## config.mk

```make
export PLATFORM = sky130hd
export DESIGN_NAME = hazard_controller
export DESIGN_NICKNAME = d
export VERILOG_FILES = /design/src/rtl/hazard_controller.sv
export SDC_FILE = /design/constraint.sdc
export NUM_CORES = 1
export LEC_CHECK = 0
export CAP_MARGIN = 10
export CORE_MARGIN = 1
export CORE_UTILIZATION = 41
export CTS_CLUSTER_DIAMETER = 120
export DETAILED_ROUTE_END_ITERATION = 7
export MAX_ROUTING_LAYER = met4
export PLACE_DENSITY = 0.79
export RECOVER_POWER = 50
export SYNTH_ARGS = -nofsm -noshare
export SYNTH_HDL_FRONTEND = slang
export SYNTH_SLANG_ARGS = --single-unit
```

## constraint.sdc

```tcl
create_clock -name clk -period 2.12 [get_ports clk]
set_input_delay 0.212 -clock clk [delete_from_list [all_inputs] [get_ports clk]]
set_output_delay 0.212 -clock clk [all_outputs]
set_load 0.02 [all_outputs]
```

## src/rtl/hazard_controller.sv

```systemverilog
// Pipeline sequencing controller for the 5-stage SIMD AES core: stall/flush
// generation for load-use, PC-write and branch hazards plus multi-beat vector hold.
module hazard_controller #(
  parameter int VEC_BEATS = 4,
  parameter int CNT_W     = 16,
  localparam int BEAT_W   = (VEC_BEATS > 1) ? $clog2(VEC_BEATS) : 1
) (
  input  logic              clk,
  input  logic              rst,
  input  logic [3:0]        RA1D,
  input  logic [3:0]        RA2D,
  input  logic [3:0]        WA3E,
  input  logic              RegWriteE,
  input  logic              MemtoRegE,
  input  logic              VecE,
  input  logic              BranchTakenE,
  input  logic              PCSrcD,
  input  logic              PCSrcE,
  input  logic              PCSrcM,
  output logic              StallF,
  output logic              StallD,
  output logic              StallE,
  output logic              FlushD,
  output logic              FlushE,
  output logic              FlushM,
  output logic [BEAT_W-1:0] BeatE,
  output logic              VecBusy,
  output logic [CNT_W-1:0]  StallCnt
);

  typedef enum logic [0:0] {
    ST_IDLE = 1'b0,
    ST_RUN  = 1'b1
  } state_t;

  localparam logic [BEAT_W-1:0] LAST_BEAT = BEAT_W'(VEC_BEATS - 1);

  state_t             r_state;
  state_t             w_state_nxt;
  logic [BEAT_W-1:0]  r_beat;
  logic [BEAT_W-1:0]  w_beat_nxt;
  logic [CNT_W-1:0]   r_stall_cnt;
  logic               w_vec_hold;
  logic               w_lw_stall;
  logic               w_pc_pend;
  logic               w_stall_f;
  logic               w_stall_d;
  logic               w_stall_e;
  logic               w_flush_d;
  logic               w_flush_e;
  logic               w_flush_m;

  assign w_lw_stall = MemtoRegE & RegWriteE & ((WA3E == RA1D) | (WA3E == RA2D));
  assign w_pc_pend  = PCSrcD | PCSrcE | PCSrcM;

  // Vector-hold sequencer: next state, next beat and the hold request
  always_comb begin
    w_state_nxt = r_state;
    w_beat_nxt  = r_beat;
    w_vec_hold  = 1'b0;
    case (r_state)
      ST_IDLE: begin
        if (VecE && (VEC_BEATS > 1)) begin
          w_vec_hold  = 1'b1;
          w_state_nxt = ST_RUN;
          w_beat_nxt  = BEAT_W'(1);
        end else begin
          w_beat_nxt  = '0;
        end
      end
      ST_RUN: begin
        // VecE is ignored here; the last beat releases the pipeline
        if (r_beat < LAST_BEAT) begin
          w_vec_hold  = 1'b1;
          w_beat_nxt  = r_beat + BEAT_W'(1);
        end else begin
          w_state_nxt = ST_IDLE;
          w_beat_nxt  = '0;
        end
      end
      default: begin
        w_state_nxt = ST_IDLE;
        w_beat_nxt  = '0;
      end
    endcase
  end

  // Prioritised stall/flush outputs; reset forces the free-running defaults
  always_comb begin
    w_stall_f = 1'b1;
    w_stall_d = 1'b1;
    w_stall_e = 1'b1;
    w_flush_d = 1'b0;
    w_flush_e = 1'b0;
    w_flush_m = 1'b0;
    if (!rst) begin
      w_stall_f = 1'b1;
    end else if (w_vec_hold) begin
      w_stall_f = 1'b0;
      w_stall_d = 1'b0;
      w_stall_e = 1'b0;
      w_flush_m = 1'b1;
    end else if (BranchTakenE) begin
      w_flush_d = 1'b1;
      w_flush_e = 1'b1;
    end else begin
      w_stall_f = ~(w_lw_stall | w_pc_pend);
      w_stall_d = ~w_lw_stall;
      w_flush_e = w_lw_stall;
      w_flush_d = w_pc_pend & ~w_lw_stall;
    end
  end

  // Sequencer state and beat registers
  always_ff @(posedge clk or negedge rst) begin
    if (!rst) begin
      r_state <= ST_IDLE;
      r_beat  <= '0;
    end else begin
      r_state <= w_state_nxt;
      r_beat  <= w_beat_nxt;
    end
  end

  // Saturating count of cycles with the fetch stage held
  always_ff @(posedge clk or negedge rst) begin
    if (!rst) begin
      r_stall_cnt <= '0;
    end else if (!w_stall_f && (r_stall_cnt != {CNT_W{1'b1}})) begin
      r_stall_cnt <= r_stall_cnt + CNT_W'(1);
    end else begin
      r_stall_cnt <= r_stall_cnt;
    end
  end

  assign StallF   = w_stall_f;
  assign StallD   = w_stall_d;
  assign StallE   = w_stall_e;
  assign FlushD   = w_flush_d;
  assign FlushE   = w_flush_e;
  assign FlushM   = w_flush_m;
  assign VecBusy  = rst & w_vec_hold;
  assign BeatE    = r_beat;
  assign StallCnt = r_stall_cnt;

endmodule

```

==> impl_metrics.env, run 1 <==
export IMPL_outcome="complete, no violations"
export IMPL_final_setup_viol_count=0
export IMPL_endpoint="FlushD"
export IMPL_globalplace_congestion=0.810
export IMPL_arrival_ns=1.79
export IMPL_leakagePower_nw=0.703
export IMPL_root_buffer="clkbuf_4"
export IMPL_syn_nets=134
export IMPL_ir_worst_vdd_v=0.000825
export IMPL_crit_required_ns=1.91
export IMPL_skew_ns=0.0129
export IMPL_r2r_slack_ns=0.30
export IMPL_pwr_density_cell_nw_per_um2=972
export IMPL_coreArea_um2=2300
export IMPL_grt_pass1_vias=1001
export IMPL_cts_sinks=19
export IMPL_layout_commonest_cell="clkdlybuf4s50_1"
export IMPL_worst_pin_slew_ns=0.857
export IMPL_yosysWarningCount=0
export IMPL_synth_area_um2=1040
export IMPL_cts_buffers=3
export IMPL_htree_levels=1
export IMPL_drt_wl_total_mm=2.60
export IMPL_cp_startpoint="WA3E[0]"
export IMPL_grt_pass1_wl_mm=4.22
export IMPL_cts_hold_buf=0
export IMPL_num_rows=17
export IMPL_portBuffers=45
export IMPL_num_antenna_cells=0
export IMPL_synth_seq_cells=19
export IMPL_power_frac_clock_pct=12.2
export IMPL_dpl_hpwl_mm=2.11
export IMPL_pwr_share_seq_pct=38.1
export IMPL_fin_setup_tns_ns=0
export IMPL_final_min_clock_period_ns=2.00
export IMPL_p_sw_uw=640
export IMPL_rsz0062_at_grt="no"
export IMPL_hold_viol=0
export IMPL_rr_startpoint="BeatE[0]"
export IMPL_placed_cell_area_um2=1550
export IMPL_wl_per_cell_um=13.6
export IMPL_crit_fanout=2
export IMPL_fin_nets=187
export IMPL_maxCapViolCount=0
export IMPL_synthCells=111
export IMPL_cts_setup_buffers=0
export IMPL_yosys_area_top_type="dfrtp_1"
export IMPL_slew_headroom_pct=42.9
export IMPL_ant_nets=0
export IMPL_period_share_pct=94.5
export IMPL_cts_tree="yes"
export IMPL_fmax_ghz=0.499
export IMPL_routed_via_density=5.10
export IMPL_syn2layout_area_growth_pct=51.0
export IMPL_drt_first_pass_iters=4
export IMPL_power_mw=1.53
export IMPL_slew_violations=0
export IMPL_cp_end_kind="primary output"
export IMPL_layout_common_cells="29 x clkdlybuf4s50_1, 19 x dfrtp_1, 15 x nor2_1"
export IMPL_internal_power_uw=891
export IMPL_rr_worst_depth=8
export IMPL_ios=46
export IMPL_hold_path_class="input pin to async pin"
export IMPL_grt_start_max_net_pins=17
export IMPL_start_kind="input pin"
export IMPL_die_height_um=52.4
export IMPL_post_route_drc_count=0
export IMPL_overflow=0
export IMPL_design_area_um2=1570
export IMPL_combPwrFrac_pct=49.7
export IMPL_avgSynthCellArea_um2=9.39
export IMPL_sw_frac_of_total_pct=41.8
export IMPL_grtUsageTotal_pct=22.0
export IMPL_yosysUniqueCellTypes=22
export IMPL_dieArea_um2=2750
export IMPL_cts_buffer_depth=2
export IMPL_vias=975
export IMPL_drive_above_1_share_pct=7.36
export IMPL_clkSlewWorstSetupHoldPaths_ns=0.10
export IMPL_drtIter0Drc=23
export IMPL_start_util_pct=45.4
export IMPL_synth_top_cell_area_share_pct=45.6
export IMPL_antenna_found_initial=0
export IMPL_timing_rr_end="StallCnt[15]"
export IMPL_synth_area_top_cells="dfrtp_1 46%, xor2_1 10%, xnor2_1 9.2%, nor2_1 5.4%, nand3_1 5.3%"
export IMPL_dieWidth_um=52.4
export IMPL_clk_latency_ns=0.31
export IMPL_crit_type="input pin to primary output"
export IMPL_ys_seq_area_share_pct=45.6
-- what timing repair did --
| item | in CTS | in global routing |
|---|---|---|
| gates resized for setup | 6 | 2 |
| pin swaps | 0 | 1 |
| endpoints found under the setup margin | 6 | 2 |
-- power groups by stage --
stage,clock (mW),sequential [mW],combinational [mW]
after CTS,0.188,0.584,0.789
after global placement,0,0.584,0.793
after detailed placement,0,0.592,0.811
after global routing,0.203,0.600,0.830
after floorplan,0,0.686,0.323
final,0.187,0.583,0.761
-- flip-flops by register name, indices dropped and copies added, names as in the netlist --
| name | flops |
|---|---|
| BeatE | 2 |
| r_state | 1 |
| StallCnt | 16 |
-- cell type report --
type,count,area (µm²)
Clock buffer,3,22.5
Fill cell,203,723
Sequential cell,19,475
Clock inverter,1,5.00
Tap cell,28,35.0
Multi-Input combinational cell,86,548
Timing Repair Buffer,50,473
Inverter,4,15.0
-- kinds of logic after synthesis --
kind of cell	Yosys count	share of synthesized area (%)
AND/OR/NAND/NOR	54	25.4
XOR/XNOR	23	19.3
flip-flops	19	45.6
AO/OA/AOI/OAI	6	3.24
buffers and inverters	6	2.88
adder cells (fa/ha/maj)	2	2.40
multiplexers	1	1.08
-- synthesized netlist by cell type, drive strengths merged --
master / n
a21oi: 3
nor4: 2
buf: 2
o21ai: 3
nor3: 7
and3: 2
ha: 2
dfrtp: 19
inv: 4
xor2: 12
nand4: 5
nand2: 5
nand2b: 2
nor2: 16
nand3: 11
nor2b: 3
xnor2: 11
and2: 1
mux2: 1
-- critical path, cell delays in order --
cell,delay [ns]
clkdlybuf4s50_1,0.56
xnor2_1,0.15
nand4_1,0.17
a21oi_2,0.19
nor2_1,0.06
nor2_1,0.09
nor2_1,0.04
dlygate4sd2_1,0.31
-- routing by layer --
layer  share of wire [%]  GRT usage, %  vias to the layer above
li1                    -             -                      474
met1                  43          23.7                      470
met2                  52          38.0                       26
met3                 4.4          6.67                        5
met4                 1.2          7.46                        0
met5                   0             -                        -
-- worst min path at each step --
stage                        end  slack [ns]  depth (start not counted)    startpoint
finish                   r_state        0.38                          2           rst
global route            BeatE[1]        0.39                          2           rst
CTS                     BeatE[1]        0.29                          2           rst
detailed placement  StallCnt[15]        0.49                          1  StallCnt[15]
global placement        BeatE[0]        0.47                          1       r_state
floorplan               BeatE[0]       -0.08                          0           rst
-- through the flow --
| stage | cells | setup slack, ns | utilization (%) | hold WS [ns] |
|---|---|---|---|---|
| after global placement | 187 | -0.0419 | 67.5 | 0.475 |
| after floorplan | 111 | 0.0775 | - | -0.0836 |
| after detailed placement | 187 | -0.144 | 67.5 | 0.489 |
| final | 191 | 0.116 | 68.5 | 0.376 |
| after CTS | 191 | 0.0866 | 68.4 | 0.289 |
| after global routing | 191 | 0.00603 | 68.5 | 0.393 |
Power figures use the tool's default switching activity.
==> run 2, diff against run 1 <==
--- a/config.mk
+++ b/config.mk
@@ -9,9 +9,10 @@
 export CORE_MARGIN = 1
 export CORE_UTILIZATION = 41
 export CTS_CLUSTER_DIAMETER = 120
+export CTS_CLUSTER_SIZE = 16
 export DETAILED_ROUTE_END_ITERATION = 7
 export MAX_ROUTING_LAYER = met4
-export PLACE_DENSITY = 0.79
+export PLACE_DENSITY = 0.91
 export RECOVER_POWER = 50
 export SYNTH_ARGS = -nofsm -noshare
 export SYNTH_HDL_FRONTEND = slang
==> run 2 against run 1 <==
Compared with the run above: setup slack worse by 0.043 ns; sequential share of layout area is 0.072 points higher; hold slack better by 0.0025 ns; sequential cell count stayed put; cell area is 0.24% lower; die area stayed put; non-clock buffer count stayed put; fmax is 2.1% lower; cell count stayed put; combinational power is 1% higher; global-route usage is 1.9 points higher; first-iteration DRC count is 13% higher; critical path type unchanged; critical endpoint unchanged.
==> impl_metrics.env, run 2 (same netlist as run 1, synthesis figures left out) <==
export IMPL_pwr_density_cell_nw_per_um2=986
export IMPL_final_setup_viol_count=0
export IMPL_grt_pass1_wl_mm=4.57
export IMPL_dieArea_um2=2750
export IMPL_sw_frac_of_total_pct=42.4
export IMPL_outcome="complete, no violations"
export IMPL_drive_above_1_share_pct=6.75
export IMPL_slew_headroom_pct=42.2
export IMPL_skew_ns=0.0127
export IMPL_portBuffers=45
export IMPL_layout_common_cells="28 x clkdlybuf4s50_1, 19 x dfrtp_1, 15 x nor2_1"
export IMPL_drt_wl_total_mm=2.88
export IMPL_cp_end_kind="primary output"
export IMPL_cp_cell_sequence="clkdlybuf4s50_1 -> xnor2_1 -> nand4_1 -> a21oi_2 -> nor2_1 -> nor2_1 -> nor2_1 -> clkdlybuf4s15_1"
export IMPL_combPwrFrac_pct=49.8
export IMPL_crit_fanout=2
export IMPL_clk_latency_ns=0.31
export IMPL_critical_path_buf_inv_count=2
export IMPL_fin_setup_tns_ns=0
export IMPL_overflow=0
export IMPL_antenna_found_initial=0
export IMPL_grtUsageTotal_pct=23.9
export IMPL_num_rows=17
export IMPL_dieWidth_um=52.4
export IMPL_ir_worst_vdd_v=0.000699
export IMPL_slew_violations=0
export IMPL_fin_nets=187
export IMPL_hold_viol=0
export IMPL_slowest_delay_ns=0.52
export IMPL_crit_type="input pin to primary output"
export IMPL_drt_first_pass_iters=5
export IMPL_ant_nets=0
export IMPL_leakagePower_nw=0.703
export IMPL_coreArea_um2=2300
export IMPL_crit_path_frequent_cell="nor2_1"
export IMPL_power_frac_clock_pct=12.1
export IMPL_vias=1025
export IMPL_rsz0062_at_grt="no"
export IMPL_dpl_hpwl_mm=2.33
export IMPL_start_kind="input pin"
export IMPL_placed_cell_area_um2=1550
export IMPL_hold_path_class="input pin to async pin"
export IMPL_grt_start_max_net_pins=17
export IMPL_cts_sinks=19
export IMPL_routed_via_density=5.37
export IMPL_crit_required_ns=1.91
export IMPL_syn2layout_area_growth_pct=50.7
export IMPL_arrival_ns=1.83
export IMPL_cts_buffers=3
export IMPL_root_buffer="clkbuf_4"
export IMPL_ios=46
export IMPL_n_fill_cell=187
export IMPL_clkSlewWorstSetupHoldPaths_ns=0.10
export IMPL_cts_tree="yes"
export IMPL_maxCapViolCount=0
export IMPL_critical_path_top_delay_family="buffers and inverters"
export IMPL_htree_levels=1
export IMPL_largest_register_ff_count=16
export IMPL_die_height_um=52.4
export IMPL_period_share_pct=96.5
export IMPL_cts_buffer_depth=2
export IMPL_fmax_ghz=0.489
export IMPL_globalplace_congestion=0.888
export IMPL_start_util_pct=45.4
export IMPL_num_antenna_cells=0
export IMPL_final_min_clock_period_ns=2.05
export IMPL_design_area_um2=1570
export IMPL_wl_per_cell_um=15.1
export IMPL_p_sw_uw=656
export IMPL_crit_slowest_cell="clkdlybuf4s50_1"
export IMPL_worst_pin_slew_ns=0.866
export IMPL_layout_commonest_cell="clkdlybuf4s50_1"
export IMPL_post_route_drc_count=0
export IMPL_drtIter0Drc=26
export IMPL_internal_power_uw=891
export IMPL_grt_pass1_vias=974
export IMPL_pwr_share_seq_pct=38.0
[run 2: cell type report]
cell class	count	area [µm²]	share of cell area, %
timing repair buffer	50	477	30.4
sequential	19	475	30.3
clock buffer	3	22.5	1.43
tap	28	35.0	2.23
inverter	4	15.0	0.956
multi-input combinational	86	541	34.4
clock inverter	1	5.00	0.319
[run 2: final timing paths]
check                             start            to  slack [ns]  cells past startpoint
hold reg to reg            StallCnt[15]  StallCnt[15]        0.50                      1
max in group asynchronous           rst   StallCnt[2]        0.94                      2
setup / recovery                WA3E[0]        FlushD        0.07                      8
min in group clk           StallCnt[15]  StallCnt[15]        0.50                      1
hold / removal                      rst      BeatE[0]        0.38                      2
setup reg to reg            StallCnt[0]   StallCnt[1]        0.16                      7
[run 2: power groups by stage]
stage / clock, mW / combinational, mW / sequential, mW
after global placement: 0 / 0.790 / 0.587
after CTS: 0.191 / 0.793 / 0.587
final: 0.188 / 0.771 / 0.588
after detailed placement: 0 / 0.817 / 0.592
after global routing: 0.207 / 0.833 / 0.605
after floorplan: 0 / 0.323 / 0.686
[run 2: metrics by stage]
stage	worst slack (ns)	hold slack, ns	power, mW	cells	utilization (%)
finish	0.0733	0.378	1.55	191	68.4
global route	0.00346	0.389	1.65	191	68.4
floorplan	0.0775	-0.0836	1.01	111	-
CTS	0.0617	0.264	1.57	191	68.4
global placement	-0.0694	0.475	1.38	187	67.5
detailed placement	-0.162	0.482	1.41	187	67.5
[run 2: layer usage]
layer  part of all wire, %  routed length, µm  GRT usage (%)
met5                     0                  0              -
met4                   1.9                 55           8.77
met3                   5.0                144           5.51
met2                    51               1460           40.5
met1                    42               1220           27.4
[run 2: timing repair]
item | in CTS | in global routing
hold buffers | 0 | 0
gates resized for setup | 6 | 3
setup buffers | 0 | 0
pin swaps | 0 | 2
setup endpoints to repair | 6 | 1
[run 2: worst reg2reg max path: cells and delay by family, from the launching register on]
| family | cells | cell delay, ns |
|---|---|---|
| muxes | 1 | 0.34 |
| and+or+nand+nor | 3 | 0.53 |
| AOI/OAI and AO/OA | 1 | 0.12 |
| DFF | 1 | 0.43 |
| buffers and inverters | 1 | 0.22 |
| adders and majority gates | 1 | 0.22 |
==> run 3, diff against run 2 <==
--- a/config.mk
+++ b/config.mk
@@ -7,12 +7,12 @@
 export LEC_CHECK = 0
 export CAP_MARGIN = 10
 export CORE_MARGIN = 1
-export CORE_UTILIZATION = 41
+export CORE_UTILIZATION = 25
 export CTS_CLUSTER_DIAMETER = 120
 export CTS_CLUSTER_SIZE = 16
 export DETAILED_ROUTE_END_ITERATION = 7
 export MAX_ROUTING_LAYER = met4
-export PLACE_DENSITY = 0.91
+export PLACE_DENSITY = 0.64
 export RECOVER_POWER = 50
 export SYNTH_ARGS = -nofsm -noshare
 export SYNTH_HDL_FRONTEND = slang
==> run 3 against run 2 <==
Compared with the run above: total power rose by 5.0%; count of clock-buffer cells in the layout unchanged; largest cell class unchanged; critical path depth fell by 3; combinational power barely moved.
==> impl_metrics.env, run 3 (same netlist as run 1, synthesis figures left out) <==
export IMPL_p_sw_uw=661
export IMPL_coreArea_um2=4000
export IMPL_cts_buffer_depth=2
export IMPL_globalplace_congestion=0.810
export IMPL_grt_pass1_vias=953
export IMPL_vias=966
export IMPL_root_buffer="clkbuf_8"
export IMPL_cts_buffers=3
export IMPL_dieArea_um2=4430
export IMPL_overflow=0
export IMPL_layout_commonest_cell="clkdlybuf4s50_1"
export IMPL_skew_ns=0.00532
export IMPL_arrival_ns=1.79
export IMPL_power_frac_clock_pct=16.1
export IMPL_rr_startpoint="StallCnt[0]"
export IMPL_hold_viol=0
export IMPL_sw_frac_of_total_pct=40.6
export IMPL_rr_worst_depth=7
export IMPL_start_kind="register"
export IMPL_portBuffers=45
export IMPL_slew_headroom_pct=53.1
export IMPL_num_rows=23
export IMPL_pwr_density_cell_nw_per_um2=990
export IMPL_ant_nets=0
export IMPL_grt_start_max_net_pins=14
export IMPL_crit_fanout=3
export IMPL_slowest_delay_ns=0.52
export IMPL_layout_common_cells="30 x clkdlybuf4s50_1, 19 x dfrtp_1, 15 x nor2_1"
export IMPL_pwr_share_seq_pct=36.3
export IMPL_routed_via_density=4.47
export IMPL_largest_register_ff_count=16
export IMPL_drtIter0Drc=29
export IMPL_worst_hold_slack_ns=0.314
export IMPL_rsz0062_at_grt="no"
export IMPL_combPwrFrac_pct=47.6
export IMPL_clkSlewWorstSetupHoldPaths_ns=0.08
export IMPL_grtUsageTotal_pct=12.9
export IMPL_cts_tree="yes"
export IMPL_final_min_clock_period_ns=2.00
export IMPL_dieWidth_um=66.6
export IMPL_crit_slowest_cell="clkdlybuf4s50_1"
export IMPL_r2r_slack_ns=0.28
export IMPL_slew_violations=0
export IMPL_design_area_um2=1640
export IMPL_n_fill_cell=385
export IMPL_fmax_ghz=0.500
export IMPL_crit_required_ns=1.91
export IMPL_power_mw=1.63
export IMPL_outcome="complete, no violations"
export IMPL_placed_cell_area_um2=1590
export IMPL_htree_levels=1
export IMPL_internal_power_uw=965
export IMPL_start_util_pct=26.1
export IMPL_endpoint="StallE"
export IMPL_antenna_found_initial=0
export IMPL_fin_nets=190
export IMPL_cp_startpoint="BeatE[0]"
export IMPL_ios=46
export IMPL_cp_cell_sequence="ha_1 -> nor2b_1 -> o21ai_1 -> buf_4 -> clkdlybuf4s50_1"
export IMPL_num_antenna_cells=0
export IMPL_hold_path_class="input pin to async pin"
export IMPL_drive_above_1_share_pct=9.04
export IMPL_fin_setup_tns_ns=0
export IMPL_leakagePower_nw=0.720
export IMPL_clk_latency_ns=0.26
export IMPL_timing_rr_end="StallCnt[1]"
export IMPL_final_setup_viol_count=0
export IMPL_fin_cells=216
export IMPL_post_route_drc_count=0
export IMPL_drt_first_pass_iters=4
export IMPL_period_share_pct=94.4
export IMPL_worst_pin_slew_ns=0.704
export IMPL_ir_worst_vdd_v=0.000334
export IMPL_drt_wl_total_mm=2.48
export IMPL_syn2layout_area_growth_pct=57.5
export IMPL_cp_end_kind="primary output"
export IMPL_maxCapViolCount=0
export IMPL_dp_cells=211
export IMPL_dpl_hpwl_mm=1.99
export IMPL_grt_pass1_wl_mm=4.16
export IMPL_die_height_um=66.6
export IMPL_crit_type="register to primary output"
export IMPL_cts_sinks=19
export IMPL_wl_per_cell_um=11.5
[run 3: area by class of cell]
cell class / instances / area [µm²] / share of cell area [%]
multi-input cells: 86 / 541 / 32.9
inverters: 4 / 15.0 / 0.915
clock inverters: 1 / 7.51 / 0.457
well taps: 50 / 62.6 / 3.81
flip-flops and latches: 19 / 475 / 29.0
clock buffers: 3 / 41.3 / 2.52
repair buffers: 53 / 499 / 30.4
[run 3: power by group through the flow]
stage / logic, mW / registers (mW) / clock network [mW]
final: 0.774 / 0.590 / 0.262
after CTS: 0.801 / 0.589 / 0.267
after detailed placement: 0.821 / 0.595 / 0
after global placement: 0.802 / 0.586 / 0
after floorplan: 0.323 / 0.686 / 0
after global routing: 0.841 / 0.607 / 0.286
[run 3: worst min-delay path by stage]
stage,startpoint,endpoint
2_1_floorplan,rst,BeatE[0]
3_3_place_gp,r_state,BeatE[0]
3_5_place_dp,StallCnt[15],StallCnt[15]
4_1_cts,rst,BeatE[0]
5_1_grt,rst,BeatE[1]
6_report,rst,BeatE[1]
[run 3: critical path, delay by kind of cell (launching register included)]
kind	cells	cell delay, ns
compound gates	1	0.10
fa+ha+maj	1	0.21
buf+inv	2	0.66
flops	1	0.41
simple gates	1	0.15
[run 3: what timing repair did]
| item | CTS | global route |
|---|---|---|
| buffers inserted | 1 | 0 |
| gates resized for setup | 6 | 1 |
| hold buffers | 0 | 0 |
| pin swaps | 1 | 0 |
| setup endpoints to repair | 6 | 1 |
[run 3: per-stage QoR]
step	worst slack [ns]	utilization [%]
finish	0.119	41.0
global route	0.00958	41.0
CTS	0.109	41.0
detailed placement	-0.0914	39.8
global placement	-0.0560	39.8
floorplan	0.0775	-
[run 3: layer usage]
layer	vias to the layer above	part of all wire, %	GRT usage [%]
met2	34	48	21.0
met5	-	0	-
met1	440	46	15.8
met3	5	4.2	2.23
met4	0	1.7	5.59
li1	487	-	-
